<file path="src/rtl/upcounter_pkg.sv">
// Shared types and helpers for the up/down counter framer.
package upcounter_pkg;

  typedef enum logic {
    IDLE = 1'b0,
    SEND = 1'b1
  } state_t;

  // Number of whole bytes needed to carry a value of the given bit width.
  function automatic int bytes_for(input int width);
    return (width + 7) / 8;
  endfunction

endpackage

</file>
<file path="src/rtl/upcounter_core.sv">
// Modulo up/down counter with clear and run/stop; range 0..MAX_COUNT.
module upcounter_core #(
  parameter  int MAX_COUNT = 9999,
  localparam int COUNT_W   = $clog2(MAX_COUNT + 1)
) (
  input  logic               clk,
  input  logic               reset,
  input  logic               tick,
  input  logic               i_runstop,
  input  logic               i_clear,
  input  logic               i_down,
  output logic [COUNT_W-1:0] o_count
);

  localparam logic [COUNT_W-1:0] MAX_VAL = COUNT_W'(MAX_COUNT);

  // Clear wins over counting; counting wraps at both ends of the range.
  always_ff @(posedge clk) begin
    if (!reset) begin
      o_count <= '0;
    end else if (i_clear) begin
      o_count <= '0;
    end else if (i_runstop && tick) begin
      if (i_down) begin
        o_count <= (o_count == '0) ? MAX_VAL : o_count - COUNT_W'(1);
      end else begin
        o_count <= (o_count == MAX_VAL) ? '0 : o_count + COUNT_W'(1);
      end
    end
  end

endmodule

</file>
<file path="src/rtl/upcounter_framer.sv">
// Counter plus snapshot framer: streams a frozen copy of the count as
// NUM_BYTES bytes over a valid/ready interface, so carries never tear a frame.
//
// state | meaning
// IDLE  | no frame on the wire; a request (or pending flag) starts one
// SEND  | presenting byte[idx]; advances on each valid & ready handshake
module upcounter_framer
  import upcounter_pkg::*;
#(
  parameter  int MAX_COUNT = 9999,
  parameter  int LSB_FIRST = 1,
  localparam int COUNT_W   = $clog2(MAX_COUNT + 1),
  localparam int NUM_BYTES = bytes_for(COUNT_W)
) (
  input  logic               clk,
  input  logic               reset,
  input  logic               tick,
  input  logic               i_runstop,
  input  logic               i_clear,
  input  logic               i_down,
  input  logic               i_snap,
  input  logic               i_tx_ready,
  output logic [7:0]         o_tx_data,
  output logic               o_tx_valid,
  output logic               o_busy,
  output logic               o_frame_done,
  output logic [COUNT_W-1:0] o_count
);

  localparam int IDX_W = (NUM_BYTES > 1) ? $clog2(NUM_BYTES) : 1;
  localparam logic [IDX_W-1:0] LAST_IDX = IDX_W'(NUM_BYTES - 1);
  localparam int SNAP_W = NUM_BYTES * 8;

  state_t                      state, next_state;
  logic [NUM_BYTES-1:0][7:0]   snap_q;
  logic [IDX_W-1:0]            idx;
  logic [IDX_W-1:0]            byte_sel;
  logic                        pending;
  logic                        handshake;
  logic                        frame_end;
  logic                        start;
  logic [COUNT_W-1:0]          count;

  upcounter_core #(.MAX_COUNT(MAX_COUNT)) u_core (
    .clk       (clk),
    .reset     (reset),
    .tick      (tick),
    .i_runstop (i_runstop),
    .i_clear   (i_clear),
    .i_down    (i_down),
    .o_count   (count)
  );

  assign o_count  = count;
  assign o_busy   = (state == SEND) | pending;
  assign byte_sel = (LSB_FIRST != 0) ? idx : LAST_IDX - idx;

  // State register.
  always_ff @(posedge clk) begin
    if (!reset) state <= IDLE;
    else        state <= next_state;
  end

  // Next state and handshake outputs; a request at the last handshake
  // restarts immediately so back-to-back frames have no bubble.
  always_comb begin
    next_state   = state;
    handshake    = 1'b0;
    frame_end    = 1'b0;
    start        = 1'b0;
    o_tx_valid   = 1'b0;
    o_frame_done = 1'b0;
    o_tx_data    = 8'h00;
    case (state)
      IDLE: begin
        if (i_snap || pending) begin
          start      = 1'b1;
          next_state = SEND;
        end
      end
      SEND: begin
        o_tx_valid = 1'b1;
        o_tx_data  = snap_q[byte_sel];
        handshake  = i_tx_ready;
        if (handshake && (idx == LAST_IDX)) begin
          frame_end    = 1'b1;
          o_frame_done = 1'b1;
          if (i_snap || pending) start = 1'b1;
          else                   next_state = IDLE;
        end
      end
      default: next_state = IDLE;
    endcase
  end

  // Snapshot, byte index and the single merged pending request.
  always_ff @(posedge clk) begin
    if (!reset) begin
      snap_q  <= '0;
      idx     <= '0;
      pending <= 1'b0;
    end else begin
      if (start) begin
        snap_q <= SNAP_W'(count);
        idx    <= '0;
      end else if (handshake && !frame_end) begin
        idx <= idx + IDX_W'(1);
      end
      if (start)                          pending <= 1'b0;
      else if (i_snap && (state == SEND)) pending <= 1'b1;
    end
  end

endmodule

</file>
<file path="config.mk">
export PLATFORM = sky130hd
export DESIGN_NAME = upcounter_framer
export DESIGN_NICKNAME = d
export VERILOG_FILES = /design/src/rtl/upcounter_pkg.sv /design/src/rtl/upcounter_core.sv /design/src/rtl/upcounter_framer.sv
export SDC_FILE = /design/constraint.sdc
export NUM_CORES = 1
export LEC_CHECK = 0
export ABC_AREA = 0
export ABC_CLOCK_PERIOD_IN_PS = 5060
export CAP_MARGIN = 0
export CORE_MARGIN = 1.5
export CORE_UTILIZATION = 57
export DETAILED_ROUTE_END_ITERATION = 8
export PLACE_DENSITY_LB_ADDON = 0.08
export RECOVER_POWER = 50
export SKIP_LAST_GASP = 1
export SYNTH_ARGS = -nofsm -noshare
export SYNTH_HDL_FRONTEND = slang
export SYNTH_SLANG_ARGS = --single-unit
export TNS_END_PERCENT = 10
</file>
<file path="constraint.sdc">
create_clock -name clk -period 5.06 [get_ports clk]
set_input_delay 1.012 -clock clk [delete_from_list [all_inputs] [get_ports clk]]
set_output_delay 1.012 -clock clk [all_outputs]
set_load 0.1 [all_outputs]
</file>
---- Word-level counts from Yosys, hierarchy flattened ----
Index checks and enable logic that the tools add are counted.
operators by class
  order comparisons ....................... 1
  reductions and logical operators ........ 9
  muxes and demuxes ....................... 15
  add/sub/neg operators ................... 3
  equal/unequal tests ..................... 1
  bitwise gates (word level) .............. 3
operators by type and width
  kind                                                         count
  2-to-1 mux 14 bit                                            3
  2-to-1 mux 8 bit                                             3
  adder 14 x 1 -> 14 bit (second input constant)               1
  == test 14 bit (second input constant)                       1
  logical NOT 14 bit                                           1
  subtractor 14 x 1 -> 14 bit (second input constant)          1
  2-to-1 mux 1 bit                                             7
  logical AND 1 bit                                            4
  one-hot mux 1 bit (2 select lines)                           2
  OR reduction 2 bit                                           2
  less-than comparator 1 x 2 -> 1 bit (second input constant)  1
  NOT 1 bit                                                    2
  adder 1 bit (second input constant)                          1
  logical NOT 1 bit                                            1
  logical OR 1 bit                                             1
  OR 1 bit                                                     1
storage, ports and cells
  logic and storage cells ................. 38
  flip-flop bits (word level) ............. 31

---- Depth between registers and ports, before layout ----
  word-level depth ........................ 5
  depth in mapped cells ................... 8
  depth with buffers taken out ............ 7

---- By module ----
From an unflattened synthesis, not the netlist that was laid out.
unflattened totals
  cells, all modules ...................... 259
  area total of the unflattened synthesis .. 2114.5 µm²
modules (own cells, without submodules)
  module            area an instance (µm²)  seq. area each (µm²)  instances  cells an instance
  upcounter_core    1288.7                  280.3                 1          171
  upcounter_framer  825.8                   340.3                 1          88

---- Least setup slack after synthesis ----
No wires, ideal clock.
  path type ............................... reg2out
  start ................................... register state
  end ..................................... output o_tx_data[0]
  cell stages (with the launch flop) ...... 3
  setup slack ............................. 1.441 ns
  path buffers ............................ 1
  data required time ...................... 4.048 ns
  data arrival time ....................... 2.607 ns
  cells stage by stage .................... dfxtp_1 > clkbuf_1 > nor2b_1
on the way
  cells in the longest elaborated chain, start to end .. 1
RTL lines
  element                 RTL line                RTL
  start, declared         upcounter_framer.sv:34  state_t state, next_state;
  start signal, assigned  upcounter_framer.sv:61  else state <= next_state;
  2-to-1 mux 8 bit        upcounter_framer.sv:74  case (state)
  end, declared           upcounter_framer.sv:23  output logic [7:0] o_tx_data,
Every way passes these cells.

---- Worst setup path in the final report ----
  start ................................... input i_tx_ready
  end ..................................... output o_frame_done
on the way
  cells in the longest elaborated chain, start to end .. 3
RTL lines
  element            RTL line                RTL
  start, declared    upcounter_framer.sv:22  input logic i_tx_ready,
  logical AND 1 bit  upcounter_framer.sv:85  if (handshake && (idx == LAST_IDX)) begin
  2-to-1 mux 1 bit   upcounter_framer.sv:85
  2-to-1 mux 1 bit   upcounter_framer.sv:74
  end, declared      upcounter_framer.sv:26  output logic o_frame_done,
Every way passes these cells.

==> qor.csv <==
metric;value;unit
synth_edf_count;0;
ant_nets;0;
ctsHoldBuffers;0;
coreArea;0.00336;mm2
syn_inst;272;
path_cells;dlygate4sd3_1 > and3_1 > clkdlybuf4s50_1;
period_needed;3860;ps
p_sw;190;uW
power.internal;406;uW
synth-seq-cells;31;
clk_pin_slew;100;ps
path_max_fanout;3;
fin_ws;1200;ps
dpl.hpwl;3390;um
vias_per_cell;6.04;
arrival;2850;ps
cp-start-kind;primary input;
die_w;62.3;um
diodes;0;
clk_path_buf_depth;2;
place_ws;1270;ps
fin_util;0.701;
post_cts_buffers;0;
routed_wl;4930;um
vias;2022;
dieArea;0.00388;mm2
rsz0062_at_grt;false;
ios;33;
setup_viol;0;
yosysWarningCount;0;
grt.total_usage;0.266;
async_flop_share;0;
ctsResizeCount;0;
power_frac_seq;0.440;
nNetsFinal;298;
grt_pass1_vias;1865;
hold_ws;464;ps
outcome;finished with violations;
drt-initial-drc-count;146;
cts.htree.levels;2;
power_frac_clock;0.355;
cts-root-buf;clkbuf_4;
syn2layout_area_growth;17.6;%
hold_class;flip-flop to flip-flop;
pwr_density_cell;253;mW/mm2
clk_latency;350;ps
vdd_drop_max;163;uV
synth_ff_type;dfxtp_1;
cts.sinks;31;
period_share;0.764;
synth_top_area_share;0.310;
clock_skew;14.6;ps
grt_remaining_overflow;0;
p_leak;0.000820;uW
synth_nets;282;
endpoint_kind;output pin;
fin_setup_tns;0;ps
hold_violations;0;
grt_max_degree;19;
slew_headroom;-0.136;
critPathSlowestCell;clkdlybuf4s50_1;
avgSynthCellArea;7.37;um2
die_h;62.3;um
initial_utilization;0.596;
swShare;0.319;
cts_inserted_buffers;5;
max_freq;259;MHz
antenna_found_initial;0;
cap_violations;1;
synth_seq_area_share;0.310;
grt_pass1_wl;8360;um
yosysTopAreaCell;dfxtp_1;
synth_area_leaders;dfxtp_1 31%, nand2_1 10%, a21boi_0 5.6%;
fp-row-count;21;
synth.distinct_cells;54;
firstDrtPassIters;4;
violations;max-capacitance violations, max-slew violations;
avgRoutedWirePerCell;14.7;um
drc;0;
cts_tree;built;
required;4050;ps
place.gp.congestion;0.939;
drive_above_1_share;0.0450;
syn-cell-area;0.00200;mm2
port_buffers;32;
power_frac_comb;0.205;
cpPeakStageDelay;1120;ps
final_max_slew_viol_count;10;
crit_type;primary input to output pin;
tightest_slew;1680;ps
==> metrics by stage <==
stage	instances	total power [uW]	instance area, um2
2_1_floorplan	272	361	2000
3_3_place_gp	327	389	2290
3_5_place_dp	327	391	2290
4_1_cts	335	599	2380
5_1_grt	335	622	2360
6_report	335	596	2360
==> final cells by class <==
class | instances | area [um2]
Multi-Input combinational cell | 213 | 1250
Fill cell | 317 | 1010
Sequential cell | 31 | 621
Timing Repair Buffer | 33 | 328
Tap cell | 46 | 57.6
Clock buffer | 6 | 51.3
Clock inverter | 2 | 35.0
Inverter | 4 | 15.0
==> placed cells by master, fill, tap and decap left out, types with 4 or more instances in the layout <==
master            n
a21oi_1          15
nor4_1            5
nand2_1          54
dlygate4sd3_1     4
clkdlybuf4s50_1  28
mux2i_1           7
dfxtp_1          31
nor3_1            7
nor2b_1           7
nand4_1           5
nor2_1           15
a21boi_0         15
clkbuf_4          5
o21ai_0          12
xnor2_1           4
nand3_1          12
==> cell families (layout without fill, tap and decap cells) <==
family | count (synthesis) | after routing | share of synthesized area
buf+inv | 28 | 45 | 0.0562
compound gates | 68 | 68 | 0.237
simple gates | 131 | 131 | 0.327
flops | 31 | 31 | 0.310
mux | 8 | 8 | 0.0406
fa+ha+maj | 2 | 2 | 0.0125
xor+xnor | 4 | 4 | 0.0175
==> flip-flops by register name (all words and copies together) (netlist names) <==
register	cells
snap_q	14
state	1
u_core.o_count	14
byte_sel	1
pending	1
==> power by group through the flow <==
stage	clock network [uW]	logic, uW	registers (uW)
floorplan	0	78.3	282
global placement	0	122	267
detailed placement	0	123	267
CTS	214	124	262
global route	226	132	264
finish	212	122	262
==> routing by layer <==
| layer | global-route usage | vias up | routed length (um) |
|---|---|---|---|
| li1 | - | 1007 | - |
| met3 | 0.0580 | 13 | 396 |
| met2 | 0.452 | 89 | 2350 |
| met1 | 0.330 | 913 | 2110 |
| met5 | 0 | - | 0 |
| met4 | 0.103 | 0 | 74 |
==> worst max-delay path, delay by kind of cell <==
kind / cells / cell delay, ps
simple gates: 1 / 160
buf+inv: 2 / 1680
==> worst paths after layout <==
| kind | depth (start not counted) | slack (ps) | start | to |
|---|---|---|---|---|
| max | 3 | 1200 | i_tx_ready | o_frame_done |
| min | 2 | 460 | snap_q[6] | snap_q[6] |
| max reg2reg | 5 | 1710 | u_core.o_count[4] | u_core.o_count[13] |
| min reg2reg | 2 | 460 | snap_q[6] | snap_q[6] |
==> synthesized netlist by cell type (2+ instances only) <==
cell type / n
and3_1: 2
o31a_1: 2
inv_1: 3
a31oi_1: 3
nand3_1: 12
a21boi_0: 15
a21o_1: 2
mux2i_1: 7
or4_1: 2
o22ai_1: 3
nand4b_1: 2
nor2b_1: 7
and4_1: 2
ha_1: 2
nor3b_1: 2
and2_1: 2
dfxtp_1: 31
or3_1: 3
nor3_1: 7
nor2_1: 15
nor4_1: 5
o21ai_0: 12
clkbuf_1: 22
xnor2_1: 4
and3b_1: 2
a21oi_1: 15
nand2_1: 54
o31ai_1: 3
nand4_1: 5
or2_2: 2
Note: power is estimated with default switching activity, not from simulation.
==> RTL edit 1, RTL diff (config.mk and constraints unchanged) <==
Reset style: asynchronous (`reset`), changed in 3 clocked blocks.
--- a/src/rtl/upcounter_core.sv
+++ b/src/rtl/upcounter_core.sv
@@ -15,7 +15,7 @@
   localparam logic [COUNT_W-1:0] MAX_VAL = COUNT_W'(MAX_COUNT);
 
   // Clear wins over counting; counting wraps at both ends of the range.
-  always_ff @(posedge clk) begin
+  always_ff @(posedge clk or negedge reset) begin
     if (!reset) begin
       o_count <= '0;
     end else if (i_clear) begin
--- a/src/rtl/upcounter_framer.sv
+++ b/src/rtl/upcounter_framer.sv
@@ -56,7 +56,7 @@
   assign byte_sel = (LSB_FIRST != 0) ? idx : LAST_IDX - idx;
 
   // State register.
-  always_ff @(posedge clk) begin
+  always_ff @(posedge clk or negedge reset) begin
     if (!reset) state <= IDLE;
     else        state <= next_state;
   end
@@ -94,7 +94,7 @@
   end
 
   // Snapshot, byte index and the single merged pending request.
-  always_ff @(posedge clk) begin
+  always_ff @(posedge clk or negedge reset) begin
     if (!reset) begin
       snap_q  <= '0;
       idx     <= '0;
Function: differs if reset is asserted again (counterexample within 4 cycles, from zero or initial values and one cycle with reset low); with reset held inactive, the same outputs for 10 cycles.
==> RTL edit 1 against the original RTL <==
The flow still finishes with violations (capacitance limit, slew limit); setup slack worse by 0.025 ns; final cell count down 12%; wire length is essentially flat; synthesized area is 4.3% higher; non-clock buffer count up 2; worst hold slack better by 0.037 ns; cell area increased by 4.2%; first-iteration DRC count grew 21%; critical endpoint unchanged; maximum frequency shrank 0.63%; global-route usage fell by 0.10 points; sequential cell count unchanged.
Power is not compared: it rests on default switching activity, and its combinational part moved more than twofold at a synthesized area within 25%.
==> RTL edit 1: results (changes against the original RTL) <==
[run_status]
status=finished, violations left  ; unchanged
violations=capacitance limit, slew limit  ; unchanged

[layout]
finalNetCount=260  ; was 298
drive_above_1_share=0.140  ; was 0.0450
antenna_cells=0  ; unchanged

[setup_path]
r2r_end=u_core.o_count[5]$_DFFE_PN0P_  ; was u_core.o_count[13]$_SDFFE_PP0P_
cpLargestDelayFamily=buffers and inverters  ; unchanged
startpoint=i_tx_ready  ; unchanged
reg2reg_slack_ns=2.47  ; was 1.71 ns
cp_slowest_cell=clkdlybuf4s50_1  ; unchanged
r2r-start=u_core.o_count[0]$_DFFE_PN0P_  ; was u_core.o_count[4]$_SDFFE_PP0P_
cp.arrival_ns=2.88  ; was 2.85 ns
worstRegToRegCells=7  ; was 5

[cts]
cts_root_buf=clkbuf_4  ; unchanged

[detailed_routing]
drt_wl_total_mm=4.93  ; about the same
first_iter_violations=176  ; was 146
num_vias=1902  ; was 2022
wl_per_cell_um=16.7  ; was 14.7 µm

[placement]
place_ws_ns=1.24  ; was 1.27 ns
dpl.cell_count=289  ; was 327
dp.final_hpwl_mm=3.42  ; was 3.39 mm
io_buffer_count=32  ; unchanged
place.gp.congestion=0.873  ; was 0.939
dpl_cell_area_mm2=0.00241  ; was 0.00229 mm²

[synthesis]
synthTopCellsByCount=dfrtp_1 (31), nand2_1 (19), mux2_2 (14), nor2_1 (13), a21oi_1 (11)  ; was nand2_1 (54), dfxtp_1 (31), clkbuf_1 (22)
synthArstFlopShare=1.00  ; was 0
ys_top_cells_by_area=dfrtp_1 (37%), mux2_2 (7.5%), nand2_1 (3.4%)  ; was dfxtp_1 (31%), nand2_1 (10%), a21boi_0 (5.6%)
yosys.cell_types.count=57  ; was 54
seq_area_frac_synth=0.371  ; was 0.310
syn_inst=223  ; was 272
syn_nets=233  ; was 282

[sta]
whs_ns=0.501  ; was 0.464 ns
maxSlewViolCount=32  ; was 10
clock_skew_ns=0.0165  ; was 0.0146 ns
tightest_slew_ns=1.65  ; was 1.68 ns

[grt]
grt_max_degree=32  ; was 19
grt_pass1_wl_mm=8.34  ; was 8.36 mm
grt_pass1_vias=1696  ; was 1865
track_usage=0.265  ; was 0.266

[min_path]
min_from=pending$_DFFE_PN0P_  ; was snap_q[6]$_SDFFE_PN0P_
hold_end=state$_DFF_PN0_  ; was snap_q[6]$_SDFFE_PN0P_

[job]
maxCapViolCount=1  ; unchanged

[power_and_ir_drop]
leakagePower_nw=1.02

[RTL edit 1: cell types whose count changed in the layout (fill, tap and decap cells not counted), sizes merged, moves of 7 or more]
cell,change
dfrtp,+31
nand2,-35
mux2,+13
dfxtp,-31
o21ai,-7
a21boi,-15
[RTL edit 1: layer usage]
layer / vias up / global-route usage / share of wire
met4: 0 / 0.0842 / 0.014
li1: 889 / - / -
met2: 94 / 0.414 / 0.47
met3: 7 / 0.0625 / 0.082
met5: - / 0 / 0
met1: 912 / 0.364 / 0.44
[RTL edit 1: kinds of logic (layout without fill, tap and decap cells)]
family	Yosys count	count (layout)	synth area share
fa+ha+maj	2	2	0.0120
mux	21	21	0.109
simple gates	91	91	0.262
buf+inv	22	49	0.0521
flops	31	31	0.371
compound gates	51	51	0.173
xor+xnor	5	5	0.0209
[RTL edit 1: final cells by class]
cell class	count	area, µm²
clock inverters	1	5.00
flip-flops and latches	31	776
multi-input cells	170	1210
repair buffers	35	335
well taps	46	57.6
inverters	7	26.3
clock buffers	6	51.3
fillers	268	958
[RTL edit 1: how the worst max path moves through the flow]
stage                               to  slack, ns  cells after the start
final                     o_frame_done       1.17                      3
after global routing      o_frame_done       1.14                      3
after CTS                 o_frame_done       1.24                      3
after detailed placement  o_frame_done       1.24                      3
after global placement    o_frame_done       1.26                      3
after floorplan           o_tx_data[0]       1.45                      2
[RTL edit 1: worst reg2reg max path: stages, from the launching register on]
cell      delay, ns
dfrtp_1        0.53
inv_1          0.21
ha_1           0.24
nor4b_2        0.36
nand4_1        0.42
and2_1         0.33
a221oi_1       0.26
o32ai_1        0.13
[RTL edit 1: power by group through the flow]
stage / logic [mW] / clock network, mW / registers (mW)
4_1_cts: 0.682 / 0.155 / 0.385
2_1_floorplan: 0.475 / 0 / 0.453
5_1_grt: 0.712 / 0.169 / 0.398
3_5_place_dp: 0.680 / 0 / 0.390
3_3_place_gp: 0.674 / 0 / 0.388
6_report: 0.680 / 0.151 / 0.386
==> RTL edit 2, RTL diff (same flow settings) <==
Made on the original files. `MAX_COUNT` is set to 9999 in 2 places; all go to 19998.
--- a/src/rtl/upcounter_core.sv
+++ b/src/rtl/upcounter_core.sv
@@ -1,6 +1,6 @@
 // Modulo up/down counter with clear and run/stop; range 0..MAX_COUNT.
 module upcounter_core #(
-  parameter  int MAX_COUNT = 9999,
+  parameter  int MAX_COUNT = 19998,
   localparam int COUNT_W   = $clog2(MAX_COUNT + 1)
 ) (
   input  logic               clk,
--- a/src/rtl/upcounter_framer.sv
+++ b/src/rtl/upcounter_framer.sv
@@ -7,7 +7,7 @@
 module upcounter_framer
   import upcounter_pkg::*;
 #(
-  parameter  int MAX_COUNT = 9999,
+  parameter  int MAX_COUNT = 19998,
   parameter  int LSB_FIRST = 1,
   localparam int COUNT_W   = $clog2(MAX_COUNT + 1),
   localparam int NUM_BYTES = bytes_for(COUNT_W)
Ports: changed (resized o_count); port bits go from 33 to 34. The function was not compared with the original's and may differ.
==> RTL edit 2 against the original RTL <==
Sequential cell count grew 2; synthesized area grew 12%; clock power shrank 6%; final cell count grew 8.4%; count of clock-buffer cells in the layout is the same; sequential share of layout area shrank 0.95 points; worst hold slack is essentially flat; power grew 4.7%; setup slack lost 0.033 ns; cell area grew 10%; global-route usage grew 4.4 points; wire length grew 25%.
==> RTL edit 2: results (changes against the original RTL) <==
[run_status]
status=finished, final reports clean  ; was finished, violations left

[synthesis]
yosys.cell_types.count=53  ; was 54
syn_inst=301  ; was 272
syn_nets=313  ; was 282
ys_top_cells_by_area=dfxtp_1 (29%), nand2_1 (7.9%), a21boi_0 (5.4%)  ; was dfxtp_1 (31%), nand2_1 (10%), a21boi_0 (5.6%)
synthTopCellsByCount=nand2_1 (47), dfxtp_1 (33), clkbuf_1 (24), nor2_1 (20), nand3_1 (17)  ; was nand2_1 (54), dfxtp_1 (31), clkbuf_1 (22)
seq_area_frac_synth=0.295  ; was 0.310

[layout]
reg_top3=snap_q: 15 flops, u_core.o_count: 15 flops  ; was snap_q: 14 flops, u_core.o_count: 14 flops
antenna_cells=0  ; unchanged
finalNetCount=326  ; was 298

[setup_path]
path_max_fanout=3  ; unchanged
reg2reg_slack_ns=2.50  ; was 1.71 ns
cp_slowest_stage_delay_ns=1.15  ; was 1.12 ns
r2r_end=u_core.o_count[6]$_SDFFE_PP0P_  ; was u_core.o_count[13]$_SDFFE_PP0P_
worstRegToRegCells=7  ; was 5

[detailed_routing]
dr_wl_met2_mm=2.72  ; was 2.35 mm
drt-met1-wl_mm=2.82  ; was 2.11 mm
drt_wl_total_mm=6.18  ; was 4.93 mm
dr.pass1.iters=5  ; was 4
first_iter_violations=237  ; was 146
dr_wl_met3_um=472  ; was 396 µm
num_vias=2360  ; was 2022
wl_per_cell_um=17.0  ; was 14.7 µm

[sta]
clock_skew_ns=0.00632  ; was 0.0146 ns
tightest_slew_ns=0.989  ; was 1.68 ns

[grt]
grt_pass1_wl_mm=10.4  ; was 8.36 mm
track_usage=0.310  ; was 0.266
gr-usage-met1=0.435  ; was 0.330
grt_use_met3=0.0668  ; was 0.0580
grtUsageMet2=0.467  ; was 0.452
grt_pass1_vias=2048  ; was 1865

[min_path]
min_from=snap_q[13]$_SDFFE_PN0P_  ; was snap_q[6]$_SDFFE_PN0P_
whs_path_depth=2  ; unchanged
hold_end=snap_q[13]$_SDFFE_PN0P_  ; was snap_q[6]$_SDFFE_PN0P_

[power_and_ir_drop]
ir_drop_v=0.000127  ; was 0.000163 V
leakagePower_nw=0.857  ; was 0.820 nW
p_int_mw=0.407  ; was 0.406 mW

[cts]
post_cts.resized_instances=0  ; unchanged
clk_latency_ns=0.30  ; was 0.35 ns
clk_pin_slew_ns=0.07  ; was 0.10 ns

[placement]
io_buffer_count=33  ; was 32
dp.final_hpwl_mm=4.12  ; was 3.39 mm

RTL edit 2: cell types whose count changed in the layout (fill, tap and decap cells not counted), sizes merged, moves of 4 or more:
cell	before	now
nor3	7	11
o21ai	12	6
nand2	54	47
nand3	12	17
and3	2	6
nor2	15	20
RTL edit 2: metrics by stage:
| stage | area (µm²) | hold WS (ns) | setup slack, ns | util |
|---|---|---|---|---|
| floorplan | 2240 | 0.443 | 1.43 | - |
| global placement | 2520 | 0.452 | 1.27 | 0.678 |
| finish | 2600 | 0.464 | 1.16 | 0.701 |
| detailed placement | 2520 | 0.460 | 1.23 | 0.678 |
| CTS | 2600 | 0.470 | 1.23 | 0.701 |
| global route | 2600 | 0.495 | 1.14 | 0.701 |
RTL edit 2: power by group through the flow:
| stage | logic, mW | registers, mW | clock network, mW |
|---|---|---|---|
| after floorplan | 0.0903 | 0.305 | 0 |
| after global placement | 0.140 | 0.287 | 0 |
| after detailed placement | 0.141 | 0.287 | 0 |
| after CTS | 0.142 | 0.281 | 0.201 |
| after global routing | 0.154 | 0.283 | 0.211 |
| final | 0.143 | 0.281 | 0.200 |
RTL edit 2: cells by family (layout without fill, tap and decap cells):
kind of cell / Yosys count / after routing / share of synthesized area
AND/OR/NAND/NOR: 148 / 148 / 0.344
XOR/XNOR: 2 / 2 / 0.00781
buffers and inverters: 33 / 47 / 0.0614
AO/OA/AOI/OAI: 72 / 72 / 0.230
multiplexers: 9 / 9 / 0.0402
flip-flops: 33 / 33 / 0.295
adder cells (fa/ha/maj): 4 / 4 / 0.0223
RTL edit 2: area by class of cell:
cell class	instances	area [µm²]
Tap cell	48	60.1
Clock inverter	2	10.0
Inverter	5	18.8
Multi-Input combinational cell	235	1440
Sequential cell	33	661
Fill cell	322	1110
Clock buffer	6	72.6
Timing Repair Buffer	34	338
